--- src/rtl/vol_pio_pkg.sv ---
`default_nettype none
// ============================================================================
// Module      : vol_pio_pkg
// Description : Shared constants for the vol_ready_irq_pio input PIO.
//               Register word addresses and edge-type encodings.
// Revision    : 1.0  initial release
// ============================================================================
package vol_pio_pkg;

  // Register word addresses
  localparam logic [1:0] ADDR_DATA    = 2'd0;
  localparam logic [1:0] ADDR_COUNT   = 2'd1;
  localparam logic [1:0] ADDR_MASK    = 2'd2;
  localparam logic [1:0] ADDR_CAPTURE = 2'd3;

  // Qualifying-edge encodings for the EDGE_TYPE parameter
  localparam int EDGE_RISE = 0;
  localparam int EDGE_FALL = 1;
  localparam int EDGE_ANY  = 2;

endpackage : vol_pio_pkg
`default_nettype wire

--- src/rtl/vol_pio_edge_det.sv ---
`default_nettype none
// ============================================================================
// Module      : vol_pio_edge_det
// Description : Input conditioning for the status PIO. Registers (or
//               double-flop synchronises) in_port into in_s, keeps a one-clock
//               delayed copy in_d and decodes the qualifying edge per bit.
//               Build option VOL_PIO_SYNC_EN selects the 2-flop synchroniser;
//               without it in_s is a single register of in_port.
// Ports       : clk, reset_n     clock, async active-low reset
//               in_port_i        raw status inputs
//               in_s_o           conditioned inputs (register data value)
//               edge_o           one-clock pulse per qualifying edge
// Revision    : 1.0  initial release
// ============================================================================
module vol_pio_edge_det
  import vol_pio_pkg::*;
#(
  parameter int WIDTH     = 4,
  parameter int EDGE_TYPE = EDGE_RISE
) (
  input  logic             clk,
  input  logic             reset_n,
  input  logic [WIDTH-1:0] in_port_i,
  output logic [WIDTH-1:0] in_s_o,
  output logic [WIDTH-1:0] edge_o
);

  logic [WIDTH-1:0] in_s_q;
  logic [WIDTH-1:0] in_d_q;

`ifdef VOL_PIO_SYNC_EN
  // First stage may go metastable; only in_s_q is used by the logic.
  logic [WIDTH-1:0] meta_q;

  always_ff @(posedge clk or negedge reset_n) begin
    if (!reset_n) begin
      meta_q <= '0;
      in_s_q <= '0;
    end else begin
      meta_q <= in_port_i;
      in_s_q <= meta_q;
    end
  end
`else
  always_ff @(posedge clk or negedge reset_n) begin
    if (!reset_n) begin
      in_s_q <= '0;
    end else begin
      in_s_q <= in_port_i;
    end
  end
`endif

  // in_d resets to 0, so an input held high through reset yields one rising
  // edge just after reset is released.
  always_ff @(posedge clk or negedge reset_n) begin
    if (!reset_n) begin
      in_d_q <= '0;
    end else begin
      in_d_q <= in_s_q;
    end
  end

  assign in_s_o = in_s_q;

  generate
    if (EDGE_TYPE == EDGE_FALL) begin : g_fall
      assign edge_o = ~in_s_q & in_d_q;
    end else if (EDGE_TYPE == EDGE_ANY) begin : g_any
      assign edge_o = in_s_q ^ in_d_q;
    end else begin : g_rise
      assign edge_o = in_s_q & ~in_d_q;
    end
  endgenerate

endmodule : vol_pio_edge_det
`default_nettype wire

--- src/rtl/vol_ready_irq_pio.sv ---
`default_nettype none
// ============================================================================
// Module      : vol_ready_irq_pio
// Description : Avalon-MM slave input PIO for datapath status strobes.
//               Captures qualifying edges of in_port into a W1C register,
//               keeps a saturating event count and raises a level irq when
//               an unmasked captured bit is set.
//               Build option VOL_PIO_SYNC_EN adds a 2-flop input synchroniser
//               (see vol_pio_edge_det); register map is identical either way.
// Ports       : clk, reset_n     clock, async active-low reset
//               address          word address (0 data, 1 count, 2 mask,
//                                3 edge capture)
//               chipselect, read_n, write_n, writedata   Avalon-MM slave
//               in_port          status inputs
//               readdata         registered read data, latency 1
//               irq              level interrupt, active high
// Revision    : 1.0  initial release
// ============================================================================
module vol_ready_irq_pio
  import vol_pio_pkg::*;
#(
  parameter int               WIDTH      = 4,
  parameter int               EDGE_TYPE  = EDGE_RISE,
  parameter int               CNT_W      = 16,
  parameter logic [WIDTH-1:0] RESET_MASK = '0
) (
  input  logic             clk,
  input  logic             reset_n,
  input  logic [1:0]       address,
  input  logic             chipselect,
  input  logic             read_n,
  input  logic             write_n,
  input  logic [31:0]      writedata,
  input  logic [WIDTH-1:0] in_port,
  output logic [31:0]      readdata,
  output logic             irq
);

  logic             rd_stb;
  logic             wr_stb;
  logic [WIDTH-1:0] in_s;
  logic [WIDTH-1:0] edge_v;
  logic             any_edge;
  logic [WIDTH-1:0] clr;

  logic [WIDTH-1:0] cap_q,   cap_d;
  logic [WIDTH-1:0] mask_q,  mask_d;
  logic [CNT_W-1:0] cnt_q,   cnt_d;
  logic [31:0]      rdata_q, rdata_d;

  // Only the low WIDTH bits of writedata carry register content.
  logic             wdata_unused;
  assign wdata_unused = ^writedata;

  vol_pio_edge_det #(
    .WIDTH     (WIDTH),
    .EDGE_TYPE (EDGE_TYPE)
  ) u_edge_det (
    .clk       (clk),
    .reset_n   (reset_n),
    .in_port_i (in_port),
    .in_s_o    (in_s),
    .edge_o    (edge_v)
  );

  assign rd_stb   = chipselect & ~read_n;
  assign wr_stb   = chipselect & ~write_n;
  assign any_edge = |edge_v;

  always_comb begin
    clr     = '0;
    mask_d  = mask_q;
    cnt_d   = cnt_q;
    rdata_d = rdata_q;

    if (wr_stb && (address == ADDR_CAPTURE)) begin
      clr = writedata[WIDTH-1:0];
    end
    // Edge ORed in after the clear: a coincident set wins.
    cap_d = edge_v | (cap_q & ~clr);

    if (wr_stb && (address == ADDR_MASK)) begin
      mask_d = writedata[WIDTH-1:0];
    end

    // A clear that coincides with an event leaves the count at 1.
    if (wr_stb && (address == ADDR_COUNT)) begin
      cnt_d = any_edge ? CNT_W'(1) : '0;
    end else if (any_edge && !(&cnt_q)) begin
      cnt_d = cnt_q + CNT_W'(1);
    end

    // Read mux samples pre-update register values.
    if (rd_stb) begin
      rdata_d = '0;
      case (address)
        ADDR_DATA:    rdata_d[WIDTH-1:0] = in_s;
        ADDR_COUNT:   rdata_d[CNT_W-1:0] = cnt_q;
        ADDR_MASK:    rdata_d[WIDTH-1:0] = mask_q;
        ADDR_CAPTURE: rdata_d[WIDTH-1:0] = cap_q;
        default:      rdata_d = '0;
      endcase
    end
  end

  always_ff @(posedge clk or negedge reset_n) begin
    if (!reset_n) begin
      cap_q   <= '0;
      mask_q  <= RESET_MASK;
      cnt_q   <= '0;
      rdata_q <= '0;
    end else begin
      cap_q   <= cap_d;
      mask_q  <= mask_d;
      cnt_q   <= cnt_d;
      rdata_q <= rdata_d;
    end
  end

  assign readdata = rdata_q;
  assign irq      = |(cap_q & mask_q);

endmodule : vol_ready_irq_pio
`default_nettype wire

--- config.mk ---
export PLATFORM = sky130hd
export DESIGN_NAME = vol_ready_irq_pio
export DESIGN_NICKNAME = d
export VERILOG_FILES = /design/src/rtl/vol_pio_pkg.sv /design/src/rtl/vol_pio_edge_det.sv /design/src/rtl/vol_ready_irq_pio.sv
export SDC_FILE = /design/constraint.sdc
export NUM_CORES = 1
export LEC_CHECK = 0
export BUFFER_PORTS_ARGS = -buffer_cell sky130_fd_sc_hd__buf_2
export CAP_MARGIN = 25
export CORE_MARGIN = 10
export CORE_UTILIZATION = 51
export CTS_BUF_LIST = sky130_fd_sc_hd__clkbuf_4 sky130_fd_sc_hd__clkbuf_8
export DETAILED_ROUTE_END_ITERATION = 8
export GPL_ROUTABILITY_DRIVEN = 0
export PLACE_DENSITY = 0.8
export SLEW_MARGIN = 40
export SYNTH_ARGS = -nofsm -noshare
export SYNTH_HDL_FRONTEND = slang
export SYNTH_SLANG_ARGS = --single-unit
--- constraint.sdc ---
create_clock -name clk -period 1.9 [get_ports clk]
set_input_delay 0.095 -clock clk [delete_from_list [all_inputs] [get_ports clk]]
set_output_delay 0.095 -clock clk [all_outputs]
set_load 0.02 [all_outputs]
# After elaboration in Yosys (flattened, before gate mapping)
# Index checks and enable logic that the tools add are counted.
# W data, S select, Z words.
[word_totals]
word_cells = 36
output_inout_bits = 33
inputBits = 43
register_bits = 48
[classes]
eq_ne = 3
bitwise_logic = 10
add_sub_neg = 1
n_reduce_logical = 10
n_mux = 6
[ops]
columns = ["operator", "n"]
rows = [
  ["$mux W16", 2],
  ["$add A16 B1 Y16 const B", 1],
  ["$pmux W4 S4", 1],
  ["$reduce_and A16 Y1", 1],
  ["$and A4 B4 Y4", 3],
  ["$mux W12", 1],
  ["$not A4 Y4", 2],
  ["$reduce_or A4 Y1", 2],
  ["$eq A2 B2 Y1 const B", 2],
  ["$logic_and A1 B1 Y1", 4],
  ["$mux W4", 1],
  ["$or A4 B4 Y4", 1],
  ["$and A1 B1 Y1", 2],
  ["$eq A2 B1 Y1 const B", 1],
  ["$logic_not A2 Y1", 1],
  ["$not A1 Y1", 2],
  ["$reduce_bool A2 Y1", 1],
  ["$logic_not A1 Y1", 1],
  ["$mux W1", 1],
]

# Longest topological paths before layout
# Gate-level depths: netlist of run 1.
[logic_depth]
ltp_word = 7
depth_mapped = 6
mapped_depth_nobuf = 5

# Cells and area by module
# A second synthesis of run 1 with hierarchy kept.
[unflattened]
cells_unflattened = 203
area_unflattened_um2 = 2374.8
[modules_own_cells]
columns = ["mod", "cells_each", "instances", "seq_area_each_um2", "area_per_inst_um2"]
rows = [
  ["vol_ready_irq_pio", 191, 1, 1001.0, 2119.5],
  ["vol_pio_edge_det", 12, 1, 200.2, 255.2],
]

# Worst setup path before layout of run 1
# OpenSTA, ideal clock, no wires.
[synth_timing]
path_type = "register -> register"
from = "register cnt_q[0]"
to = "register cnt_q[15]"
path_stages_with_launch = 6
period_less_slack_ns = 1.677
arrival_ns = 1.557
n_path_buf = 0
setup_time_ns = 0.120
setup_slack_ns = 0.223
required_ns = 1.780
path_cell_list = "dfrtp_1 ha_1 nand3_1 nor4_4 or4_1 o211a_1"
[synth_between]
elab_chain_len = 4
elab_cells_between_ends = 7
cone_classes = "add/sub (1); mux (2); reduce/logical (4)"
[synth_lines]
columns = ["item", "line", "source"]
rows = [
  ["from (decl)", "vol_ready_irq_pio.sv:48", "logic [CNT_W-1:0] cnt_q, cnt_d;"],
  ["from (signal assigned)", "vol_ready_irq_pio.sv:115", "cnt_q <= cnt_d;"],
  ["parallel branches: the longest is 4 deep, another holds $add A16 B1 Y16", "-", ""],
]
# Parallel ways; which one is timed is not known. The select of a mux whose other input is x is not followed.
# A chain may end at the register's enable or synchronous reset.

# Final worst setup path of run 1
# Ends and elaborated chain as after synthesis.

==> load_flow_metrics.sql, run 1 <==
INSERT INTO impl_metrics (metric_group, metric, value, unit) VALUES
('min_path', 'timing.hold.worst_path_depth', '2', ''),
('clock_tree', 'cts.sinks', '48', ''),
('route', 'drt-vias-per-instance', '5.95', ''),
('finish', 'finish.cell_count_without_fillers', '303', ''),
('critical_path', 'critical_path.n_buffers_inverters', '1', ''),
('route', 'routed-via-count', '1803', ''),
('finish', 'design.final.nets', '295', ''),
('sta', 'slew_violations', '0', ''),
('run', 'timing.max_cap.violations', '0', ''),
('finish', 'drive_above_1_share', '34.3', '%'),
('synthesis', 'synth_simple_gate_area_share', '18.4', '%'),
('power_and_ir_drop', 'power_density_over_the_cells', '942', 'nW/um2'),
('synthesis', 'synthXorXnorAreaFrac', '0', '%'),
('synthesis', 'mappedNetlistArea', '2370', 'um2'),
('sta', 'fin_crit_sh', '95.5', '%'),
('critical_path', 'r2r_depth', '6', ''),
('global_route', 'grt_overflow_total', '0', ''),
('floorplan', 'io-pin-count', '76', ''),
('placed_design', 'placed_cells', '291', ''),
('critical_path', 'critical_path_start_type', 'register', ''),
('sta', 'max_clock_freq', '551', 'MHz'),
('sta', 'count_of_endpoints_failing_hold_in_the_final_timing_report', '0', ''),
('status', 'outcome', 'complete, no violations', ''),
('global_route', 'wire_length_of_the_first_global_routing_pass', '8820', 'um'),
('route', 'pre_repair_dr_iteration_count', '4', ''),
('sta', 'finalCriticalPeriod', '1.81', 'ns'),
('floorplan', 'floorplan.rows', '24', ''),
('critical_path', 'cp_max_fo', '9', ''),
('synthesis', 'synthesized_area_fraction_occupied_by_ao_oa_aoi_and_oai_cells', '12.9', '%'),
('global_route', 'maximum_number_of_pins_on_one_net_before_global_route_repair', '18', ''),
('synthesis', 'post_synth.cell_area_avg', '11.7', 'um2'),
('finish', 'antenna_cells', '0', ''),
('sta', 'final.setup.worst_slack', '0.0850', 'ns'),
('sta', 'setup_viol_count_final', '0', ''),
('critical_path', 'endpoint_kind', 'register', ''),
('critical_path', 'worst-path-stages', '6', ''),
('synthesis', 'yosys.area_share.adder', '0.527', '%'),
('min_path', 'min-delay-path-class', 'input port to register', ''),
('critical_path', 'worst_setup_slack_for_register_to_register_paths', '0.09', 'ns'),
('floorplan', 'dieHeight', '88.2', 'um'),
('route', 'drt_drc_violations_left', '0', ''),
('clock_tree', 'htree_levels', '2', ''),
('synthesis', 'ys.warnings.count', '0', ''),
('floorplan', 'dieWidth', '88.2', 'um'),
('global_route', 'grt.total_usage', '14.1', '%'),
('synthesis', 'yosys_register_bits', '48', ''),
('synthesis', 'syn_inst', '203', ''),
('clock_tree', 'cts.clk_slew.worst_paths', '0.09', 'ns'),
('critical_path', 'max_stage_delay', '0.52', 'ns'),
('critical_path', 'worst-endpoint-arrival', '2.01', 'ns'),
('placed_design', 'io_buffer_count', '31', ''),
('critical_path', 'crit_path_cell_trace', 'ha_1 -> nand3_2 -> nor4_4 -> buf_4 -> or4_1 -> o211a_1', ''),
('placed_design', 'post-place-ws', '0.0848', 'ns'),
('critical_path', 'critPathTopFamily', 'simple AND/OR/NAND/NOR gates', ''),
('synthesis', 'yosys-mux-area-fraction', '10.1', '%'),
('clock_tree', 'worstSkewPairLatency', '0.30', 'ns'),
('clock_tree', 'cts_tree', 'done', ''),
('power_and_ir_drop', 'power.leakage', '1.34', 'nW'),
('synthesis', 'seq_area_frac_synth', '50.6', '%'),
('clock_tree', 'cts-root-to-sink-buffers', '2', ''),
('placed_design', 'dpl.hpwl', '3910', 'um'),
('sta', 'grt_setup_unrepaired', 'no', ''),
('synthesis', 'synth_top_family_by_area', 'simple AND/OR/NAND/NOR gates', ''),
('route', 'ant_nets', '0', ''),
('floorplan', 'core', '4440', 'um2'),
('floorplan', 'starting_utilization_of_the_core_area', '53.4', '%'),
('sta', 'clock_skews', '0.0113', 'ns'),
('critical_path', 'worst_path_max_delay_cell', 'or4_1', ''),
('route', 'detail_route.wirelength', '5160', 'um'),
('route', 'initialDrtViolationCount', '137', ''),
('floorplan', 'die_footprint', '7790', 'um2'),
('clock_tree', 'tritoncts.num_buffers', '5', ''),
('critical_path', 'worst-endpoint-required', '2.09', 'ns'),
('clock_tree', 'cts_root_buf', 'clkbuf_8', ''),
('sta', 'holdWs', '0.0380', 'ns'),
('global_route', 'grt_antenna_before_repair', '0', ''),
('finish', 'areaGrowthSynthToFinish', '17.3', '%'),
('route', 'route.detailed.wl_per_inst', '17.0', 'um'),
('sta', 'fin_setup_tns', '0', 'ns'),
('synthesis', 'ys_types', '46', ''),
('critical_path', 'worstSetupPathType', 'register to register', ''),
('global_route', 'via_count_of_the_first_global_routing_pass', '1824', ''),
('power_and_ir_drop', 'vdd.ir_drop.worst', '370', 'uV');
## cells in the final DEF, fill, tap and decap left out, drive strengths merged, types with 6 or more instances in the layout
| cell type | synthesis | routed |
|---|---|---|
| nor4 | 6 | 6 |
| dfrtp | 48 | 48 |
| mux2i | 6 | 6 |
| nand4 | 8 | 8 |
| a22o | 12 | 12 |
| or2 | 6 | 6 |
| mux2 | 8 | 8 |
| conb | 1 | 16 |
| or4 | 6 | 6 |
| nand2 | 18 | 18 |
| a21oi | 7 | 7 |
| buf | 20 | 46 |
## area by class of cell
| cell class | count | area, um2 |
|---|---|---|
| clock inverters | 2 | 60.1 |
| flip-flops and latches | 48 | 1200 |
| repair buffers | 51 | 318 |
| clock buffers | 5 | 68.8 |
| inverters | 3 | 11.3 |
| fillers | 342 | 1660 |
| well taps | 52 | 65.1 |
| multi-input cells | 142 | 1060 |
## per-stage QoR
step	power [mW]	instance area [um2]	utilization (%)
floorplan	1.60	2430	-
finish	2.62	2790	62.7
global route	2.75	2790	62.7
detailed placement	1.79	2600	58.6
global placement	1.76	2600	58.6
CTS	2.63	2780	62.6
## registers in the layout, indices dropped and copies added, names as in the netlist
signal             cells
cap_q                  4
cnt_q                 16
mask_q                 4
readdata              16
u_edge_det.in_d_q      4
u_edge_det.in_s_o      4
## final timing paths
kind                                      start                   end
setup / recovery                       cnt_q[0]             cnt_q[15]
hold / removal                     writedata[0]             mask_q[0]
setup reg to reg                       cnt_q[0]             cnt_q[15]
hold reg to reg            u_edge_det.in_s_o[3]  u_edge_det.in_d_q[3]
max in group asynchronous               reset_n  u_edge_det.in_d_q[2]
min in group asynchronous               reset_n              cap_q[0]
## timing repair
item | CTS | global route
hold buffers | 5 | 0
setup buffers | 0 | 0
resized for setup | 0 | 1
setup endpoints to repair | 0 | 1
endpoints found under the hold margin | 18 | 0
## per-layer routing
metal  vias up  global-route usage (%)  share of wire [%]
li1        824                       -                  -
met1       897                    17.7                 43
met2        72                    22.0                 48
met3        10                    3.40                7.6
met4         0                    7.49                2.0
met5         -                       0                  0
## synth_stat cells (all sizes together)
cell type / instances / area, um2
a21bo: 4 / 40.0
a21oi: 7 / 38.8
a22o: 12 / 105
a22oi: 2 / 15.0
a31o: 1 / 8.76
and2: 1 / 6.26
and3: 3 / 20.0
and4: 3 / 27.5
and4bb: 1 / 12.5
buf: 20 / 143
clkbuf: 5 / 18.8
conb: 1 / 3.75
dfrtp: 48 / 1200
ha: 1 / 12.5
inv: 3 / 11.3
mux2: 8 / 90.1
mux2i: 6 / 60.1
mux4: 4 / 90.1
nand2: 18 / 75.1
nand2b: 5 / 31.3
nand3: 4 / 20.0
nand3b: 1 / 7.51
nand4: 8 / 62.6
nor2: 2 / 7.51
nor2b: 1 / 6.26
nor3b: 1 / 7.51
nor4: 6 / 52.6
nor4b: 1 / 8.76
o211a: 1 / 10.0
o211ai: 2 / 20.0
o21a: 1 / 7.51
o21ai: 3 / 15.0
o311ai: 1 / 8.76
o31ai: 5 / 37.5
or2: 6 / 37.5
or3: 1 / 6.26
or4: 6 / 48.8
## power breakdown
group	leakage, nW	total (mW)	internal, mW	switching, mW
clock network	0.0642	0.838	0.518	0.320
logic	0.665	0.538	0.250	0.287
registers	0.608	1.25	1.14	0.108
total	1.34	2.62	1.91	0.716
## logic make-up (layout without fill, tap and decap cells)
group	Yosys count	count (layout)
buf+inv	28	61
mux	18	18
fa+ha+maj	1	1
other cells	1	16
flops	48	48
compound gates	39	39
simple gates	68	68
Note: power is estimated with default switching activity, not from simulation.
==> run 2: changes to the inputs <==
PLACE_DENSITY = 0.77   (was 0.8)
clock period = 2.1 ns   (was 1.9 ns; I/O delays follow)
==> run 2 against run 1 <==
Effect of this change: clock skew is 0.0021 ns lower; non-clock buffer count is 7 lower; combinational power is 18% lower; count of clock-buffer cells in the layout is 1 higher; critical path depth stayed put; clock power is 32% lower; cell area is 2.8% lower; via count is 3.8% lower; worst setup slack better by 0.092 ns.
==> load_flow_metrics.sql, run 2 (synthesis gave the netlist of run 1 again) <==
INSERT INTO impl_metrics (metric_group, metric, value, unit) VALUES
('global_route', 'wire_length_of_the_first_global_routing_pass', '8600', 'um'),
('sta', 'setup_viol_count_final', '0', ''),
('finish', 'multi_input_comb_area', '1060', 'um2'),
('global_route', 'via_count_of_the_first_global_routing_pass', '1748', ''),
('route', 'ant_nets', '0', ''),
('global_route', 'grt_antenna_before_repair', '0', ''),
('sta', 'fin_crit_sh', '91.6', '%'),
('global_route', 'grt_overflow_total', '0', ''),
('clock_tree', 'tritoncts.num_buffers', '5', ''),
('power_and_ir_drop', 'swShare', '30.3', '%'),
('finish', 'fill_cell_instance_count_of_the_final_layout', '360', ''),
('critical_path', 'endpoint_kind', 'register', ''),
('power_and_ir_drop', 'vdd.ir_drop.worst', '412', 'uV'),
('critical_path', 'cp_max_fo', '7', ''),
('power_and_ir_drop', 'power.total', '2.16', 'mW'),
('finish', 'areaGrowthSynthToFinish', '14.1', '%'),
('finish', 'drive_above_1_share', '32.2', '%'),
('clock_tree', 'cts.sinks', '48', ''),
('finish', 'design.final.nets', '288', ''),
('clock_tree', 'worstSkewPairLatency', '0.30', 'ns'),
('power_and_ir_drop', 'netSwitchingPower', '0.654', 'mW'),
('route', 'drt-vias-per-instance', '5.84', ''),
('clock_tree', 'htree_levels', '2', ''),
('placed_design', 'dpl.hpwl', '3730', 'um'),
('global_route', 'grt.total_usage', '13.9', '%'),
('global_route', 'grtUsageMet2', '24.0', '%'),
('route', 'routed-via-count', '1735', ''),
('sta', 'count_of_endpoints_failing_hold_in_the_final_timing_report', '0', ''),
('floorplan', 'io-pin-count', '76', ''),
('critical_path', 'worst-endpoint-arrival', '2.12', 'ns'),
('power_and_ir_drop', 'cellInternalPower', '1.50', 'mW'),
('clock_tree', 'post_cts.resized_instances', '0', ''),
('sta', 'max_clock_freq', '520', 'MHz'),
('clock_tree', 'cts.clk_slew.worst_paths', '0.09', 'ns'),
('clock_tree', 'cts_tree', 'done', ''),
('route', 'drt_drc_violations_left', '0', ''),
('min_path', 'min-delay-path-class', 'input port to register', ''),
('critical_path', 'worstSetupPathType', 'register to register', ''),
('sta', 'clock_skews', '0.00913', 'ns'),
('floorplan', 'starting_utilization_of_the_core_area', '53.4', '%'),
('critical_path', 'worst_setup_slack_for_register_to_register_paths', '0.18', 'ns'),
('route', 'initialDrtViolationCount', '103', ''),
('power_and_ir_drop', 'power.leakage', '1.29', 'nW'),
('clock_tree', 'post_cts_buffers', '0', ''),
('floorplan', 'floorplan.rows', '24', ''),
('clock_tree', 'cts-root-to-sink-buffers', '2', ''),
('placed_design', 'io_buffer_count', '31', ''),
('power_and_ir_drop', 'power_frac_clock', '26.6', '%'),
('route', 'pre_repair_dr_iteration_count', '4', ''),
('clock_tree', 'ctsHoldBuffers', '5', ''),
('status', 'outcome', 'complete, no violations', ''),
('global_route', 'maximum_number_of_pins_on_one_net_before_global_route_repair', '26', ''),
('clock_tree', 'cts_root_buf', 'clkbuf_8', ''),
('floorplan', 'dieWidth', '88.2', 'um'),
('sta', 'finalCriticalPeriod', '1.92', 'ns'),
('power_and_ir_drop', 'power.combinational.fraction', '20.5', '%'),
('critical_path', 'worst-endpoint-required', '2.29', 'ns'),
('critical_path', 'critical_path_start_type', 'register', ''),
('global_route', 'global_route.usage.met1', '16.5', '%'),
('sta', 'timing.slew.headroom', '63.7', '%'),
('floorplan', 'die_footprint', '7790', 'um2'),
('floorplan', 'core', '4440', 'um2'),
('run', 'timing.max_cap.violations', '0', ''),
('route', 'detail_route.wirelength', '5080', 'um'),
('route', 'route.detailed.wl_per_inst', '17.1', 'um'),
('floorplan', 'dieHeight', '88.2', 'um'),
('sta', 'grt_setup_unrepaired', 'no', ''),
('finish', 'sequential_cell_area', '1200', 'um2'),
('finish', 'mostFrequentLayoutCell', 'dfrtp_1', ''),
('sta', 'slew_violations', '0', ''),
('sta', 'fin_setup_tns', '0', 'ns'),
('global_route', 'global_route.usage.met3', '3.68', '%'),
('sta', 'max_slew.worst_pin.slew', '0.544', 'ns'),
('finish', 'antenna_cells', '0', ''),
('global_route', 'most_crowded_layer_after_global_routing', 'met2', ''),
('finish', 'final_cell_mix', '48 x dfrtp_1, 31 x buf_2, 17 x nand2_1', ''),
('power_and_ir_drop', 'sequentialPowerShare', '52.9', '%'),
('power_and_ir_drop', 'power_density_over_the_cells', '796', 'nW/um2');
[run 2: worst paths after layout]
kind,from,endpoint,cells after the start
worst min-delay path,writedata[0],mask_q[0],2
worst max-delay path,cnt_q[1],cnt_q[15],6
worst min register to register,u_edge_det.in_s_o[3],u_edge_det.in_d_q[3],0
worst max register to register,cnt_q[1],cnt_q[15],6
max in group asynchronous,reset_n,cnt_q[4],3
min in group asynchronous,reset_n,readdata[10],2
[run 2: through the flow]
stage                     setup WS (ns)  utilization (%)  area (um2)  hold slack, ns  instances
after floorplan                   0.423                -        2430          -0.191        218
after global placement            0.244             57.7        2560           0.122        284
after detailed placement          0.223             57.7        2560           0.116        284
after CTS                         0.185             61.0        2710          0.0461        297
after global routing              0.101             61.0        2710          0.0460        297
final                             0.177             61.0        2710          0.0524        297
[run 2: critical path, cell delays in order (launching register included)]
cell and delay [ns]:
dfrtp_1 0.42, ha_1 0.26, nand3_1 0.17, nor4_4 0.07, buf_4 0.16, or4_1 0.52
o211a_1 0.22
[run 2: final cells by class]
class	instances	share of cell area, %
Tap cell	52	2.40
Clock buffer	6	3.05
Sequential cell	48	44.3
Timing Repair Buffer	44	10.3
Inverter	3	0.416
Multi-Input combinational cell	142	39.0
Clock inverter	2	0.508
[run 2: power groups by stage]
| stage | clock network (mW) | registers, mW | logic, mW |
|---|---|---|---|
| floorplan | 0 | 1.16 | 0.287 |
| global placement | 0 | 1.15 | 0.423 |
| detailed placement | 0 | 1.16 | 0.435 |
| CTS | 0.590 | 1.14 | 0.446 |
| global route | 0.630 | 1.16 | 0.496 |
| finish | 0.573 | 1.14 | 0.442 |
[run 2: metal layers]
layer,vias to the layer above,routed length (um),part of all wire [%]
li1,805,-,-
met1,871,2130,42
met2,53,2570,51
met3,6,315,6.2
met4,0,57,1.1
met5,-,0,0
==> run 3: changes to the inputs <==
BUFFER_PORTS_ARGS = -buffer_cell sky130_fd_sc_hd__clkbuf_2   (was -buffer_cell sky130_fd_sc_hd__buf_2)
CELL_PAD_IN_SITES_DETAIL_PLACEMENT = 1   (was unset)
CELL_PAD_IN_SITES_GLOBAL_PLACEMENT = 1   (was unset)
CORE_UTILIZATION = 40   (was 51)
PLACE_DENSITY = 0.78   (was 0.77)
clock period = 1.9 ns   (was 2.1 ns; I/O delays follow)
==> run 3 against run 2 <==
Effect of this change: register-to-register slack got worse by 0.07 ns; cell count rose by 9.4%; sequential share of layout area fell by 1.3 points; count of clock-buffer cells in the layout is the same; clock skew decreased by 0.0018 ns; sequential power rose by 11%; critical path depth stayed put.
==> load_flow_metrics.sql, run 3 (synthesis gave the netlist of run 1 again) <==
INSERT INTO impl_metrics (metric_group, metric, value, unit) VALUES
('status', 'outcome', 'complete, no violations', ''),
('finish', 'areaGrowthSynthToFinish', '17.5', '%'),
('finish', 'final_cell_area', '2790', 'um2'),
('clock_tree', 'cts-root-to-sink-buffers', '2', ''),
('clock_tree', 'cts_root_buf', 'clkbuf_8', ''),
('route', 'ant_nets', '0', ''),
('placed_design', 'placement.cell_area', '2640', 'um2'),
('global_route', 'wire_length_of_the_first_global_routing_pass', '10400', 'um'),
('critical_path', 'max_stage_delay', '0.52', 'ns'),
('placed_design', 'dpl.hpwl', '4670', 'um'),
('power_and_ir_drop', 'sequentialPowerShare', '51.9', '%'),
('clock_tree', 'cts_tree', 'done', ''),
('route', 'drt-vias-per-instance', '5.40', ''),
('finish', 'drive_above_1_share', '34.8', '%'),
('route', 'initialDrtViolationCount', '119', ''),
('power_and_ir_drop', 'power.leakage', '1.31', 'nW'),
('floorplan', 'floorplan.rows', '28', ''),
('sta', 'finalCriticalPeriod', '1.79', 'ns'),
('global_route', 'grt_antenna_before_repair', '0', ''),
('clock_tree', 'tritoncts.num_buffers', '5', ''),
('finish', 'fill_cell_instance_count_of_the_final_layout', '645', ''),
('critical_path', 'crit_path_cell_trace', 'ha_1 -> nand3_2 -> nor4_4 -> buf_4 -> or4_1 -> o211a_1', ''),
('critical_path', 'worst-endpoint-required', '2.10', 'ns'),
('power_and_ir_drop', 'cellInternalPower', '1.67', 'mW'),
('run', 'timing.max_cap.violations', '0', ''),
('route', 'pre_repair_dr_iteration_count', '4', ''),
('global_route', 'most_crowded_layer_after_global_routing', 'met2', ''),
('placed_design', 'placed_cells', '313', ''),
('placed_design', 'io_buffer_count', '31', ''),
('global_route', 'global_route.usage.met1', '15.0', '%'),
('finish', 'finish.cell_count_without_fillers', '325', ''),
('sta', 'max_slew.worst_pin.slew', '0.668', 'ns'),
('clock_tree', 'cts.clk_slew.worst_paths', '0.08', 'ns'),
('critical_path', 'endpoint_kind', 'register', ''),
('route', 'detail_route.wirelength', '6080', 'um'),
('floorplan', 'dieWidth', '97.1', 'um'),
('critical_path', 'worst_path_max_delay_cell', 'or4_1', ''),
('finish', 'post-route-util', '47.7', '%'),
('critical_path', 'worst-endpoint-arrival', '1.99', 'ns'),
('power_and_ir_drop', 'netSwitchingPower', '0.752', 'mW'),
('global_route', 'grtUsageMet2', '23.2', '%'),
('finish', 'mostFrequentLayoutCell', 'dfrtp_1', ''),
('route', 'routed-via-count', '1754', ''),
('floorplan', 'starting_utilization_of_the_core_area', '40.6', '%'),
('sta', 'setup_viol_count_final', '0', ''),
('global_route', 'via_count_of_the_first_global_routing_pass', '2068', ''),
('power_and_ir_drop', 'vdd.ir_drop.worst', '382', 'uV'),
('sta', 'count_of_endpoints_failing_hold_in_the_final_timing_report', '0', ''),
('finish', 'antenna_cells', '0', ''),
('sta', 'timing.slew.headroom', '55.4', '%'),
('floorplan', 'io-pin-count', '76', ''),
('min_path', 'min-delay-path-class', 'input port to register', ''),
('global_route', 'maximum_number_of_pins_on_one_net_before_global_route_repair', '26', ''),
('global_route', 'grt_overflow_total', '0', ''),
('clock_tree', 'htree_levels', '2', ''),
('floorplan', 'dieHeight', '97.1', 'um'),
('clock_tree', 'worstSkewPairLatency', '0.31', 'ns'),
('global_route', 'global_route.usage.met3', '3.20', '%'),
('route', 'drt_drc_violations_left', '0', ''),
('global_route', 'grt.total_usage', '13.1', '%'),
('sta', 'clock_skews', '0.00736', 'ns'),
('sta', 'grt_setup_unrepaired', 'no', ''),
('finish', 'design.final.nets', '294', ''),
('power_and_ir_drop', 'swShare', '31.0', '%'),
('critical_path', 'cp_max_fo', '6', ''),
('critical_path', 'worstSetupPathType', 'register to register', ''),
('sta', 'slew_violations', '0', ''),
('floorplan', 'core', '5850', 'um2'),
('power_and_ir_drop', 'power_density_over_the_cells', '869', 'nW/um2'),
('power_and_ir_drop', 'power_frac_clock', '26.3', '%'),
('sta', 'holdWs', '0.0336', 'ns'),
('sta', 'fin_crit_sh', '94.4', '%'),
('power_and_ir_drop', 'power.total', '2.43', 'mW'),
('sta', 'fin_setup_tns', '0', 'ns'),
('clock_tree', 'cts.sinks', '48', ''),
('route', 'route.detailed.wl_per_inst', '18.7', 'um'),
('finish', 'final_cell_mix', '48 x dfrtp_1, 31 x clkbuf_2, 17 x nand2_1', ''),
('floorplan', 'die_footprint', '9420', 'um2'),
('sta', 'final.setup.worst_slack', '0.106', 'ns'),
('critical_path', 'critical_path_start_type', 'register', ''),
('sta', 'max_clock_freq', '557', 'MHz'),
('placed_design', 'post-place-ws', '0.0713', 'ns'),
('clock_tree', 'post_cts_buffers', '0', ''),
('power_and_ir_drop', 'power.combinational.fraction', '21.8', '%');
==> run 3: area by class of cell <==
type                            instances  area, um2  share of cell area (%)
Inverter                                3       11.3                   0.404
Sequential cell                        48       1200                    43.0
Clock inverter                          1       8.76                   0.314
Tap cell                               75       93.8                    3.36
Multi-Input combinational cell        142       1070                    38.3
Timing Repair Buffer                   50        323                    11.6
Clock buffer                            6       82.6                    2.96
==> run 3: power groups by stage <==
stage | combinational [mW] | sequential, mW | clock, mW
finish | 0.530 | 1.26 | 0.638
global placement | 0.500 | 1.26 | 0
detailed placement | 0.524 | 1.28 | 0
CTS | 0.533 | 1.26 | 0.649
floorplan | 0.318 | 1.29 | 0
global route | 0.586 | 1.28 | 0.700
==> run 3: final timing paths <==
path,startpoint,endpoint,slack [ns],depth (start not counted)
hold reg to reg,u_edge_det.in_s_o[3],u_edge_det.in_d_q[3],0.41,0
hold / removal,writedata[0],mask_q[0],0.03,2
min in group asynchronous,reset_n,readdata[12],0.36,2
setup / recovery,cnt_q[0],cnt_q[15],0.11,6
max in group asynchronous,reset_n,readdata[6],0.99,3
setup reg to reg,cnt_q[0],cnt_q[15],0.11,6
==> run 3: layer usage <==
layer  vias up  wire (um)
met4         0         80
met2        31       3210
met5         -          0
met3         5        227
li1        814          -
met1       904       2560
==> run 3: worst max-delay path, delay by kind of cell, from the launching register on <==
kind / cells / cell delay [ns]
flops: 1 / 0.39
buf+inv: 1 / 0.16
compound gates: 1 / 0.22
fa+ha+maj: 1 / 0.22
simple gates: 3 / 0.69
==> run 3: what timing repair did <==
action | in CTS | in global routing
endpoints found under the setup margin | 0 | 2
resized for setup | 0 | 3
hold buffers | 5 | 0
hold endpoints to repair | 28 | 0
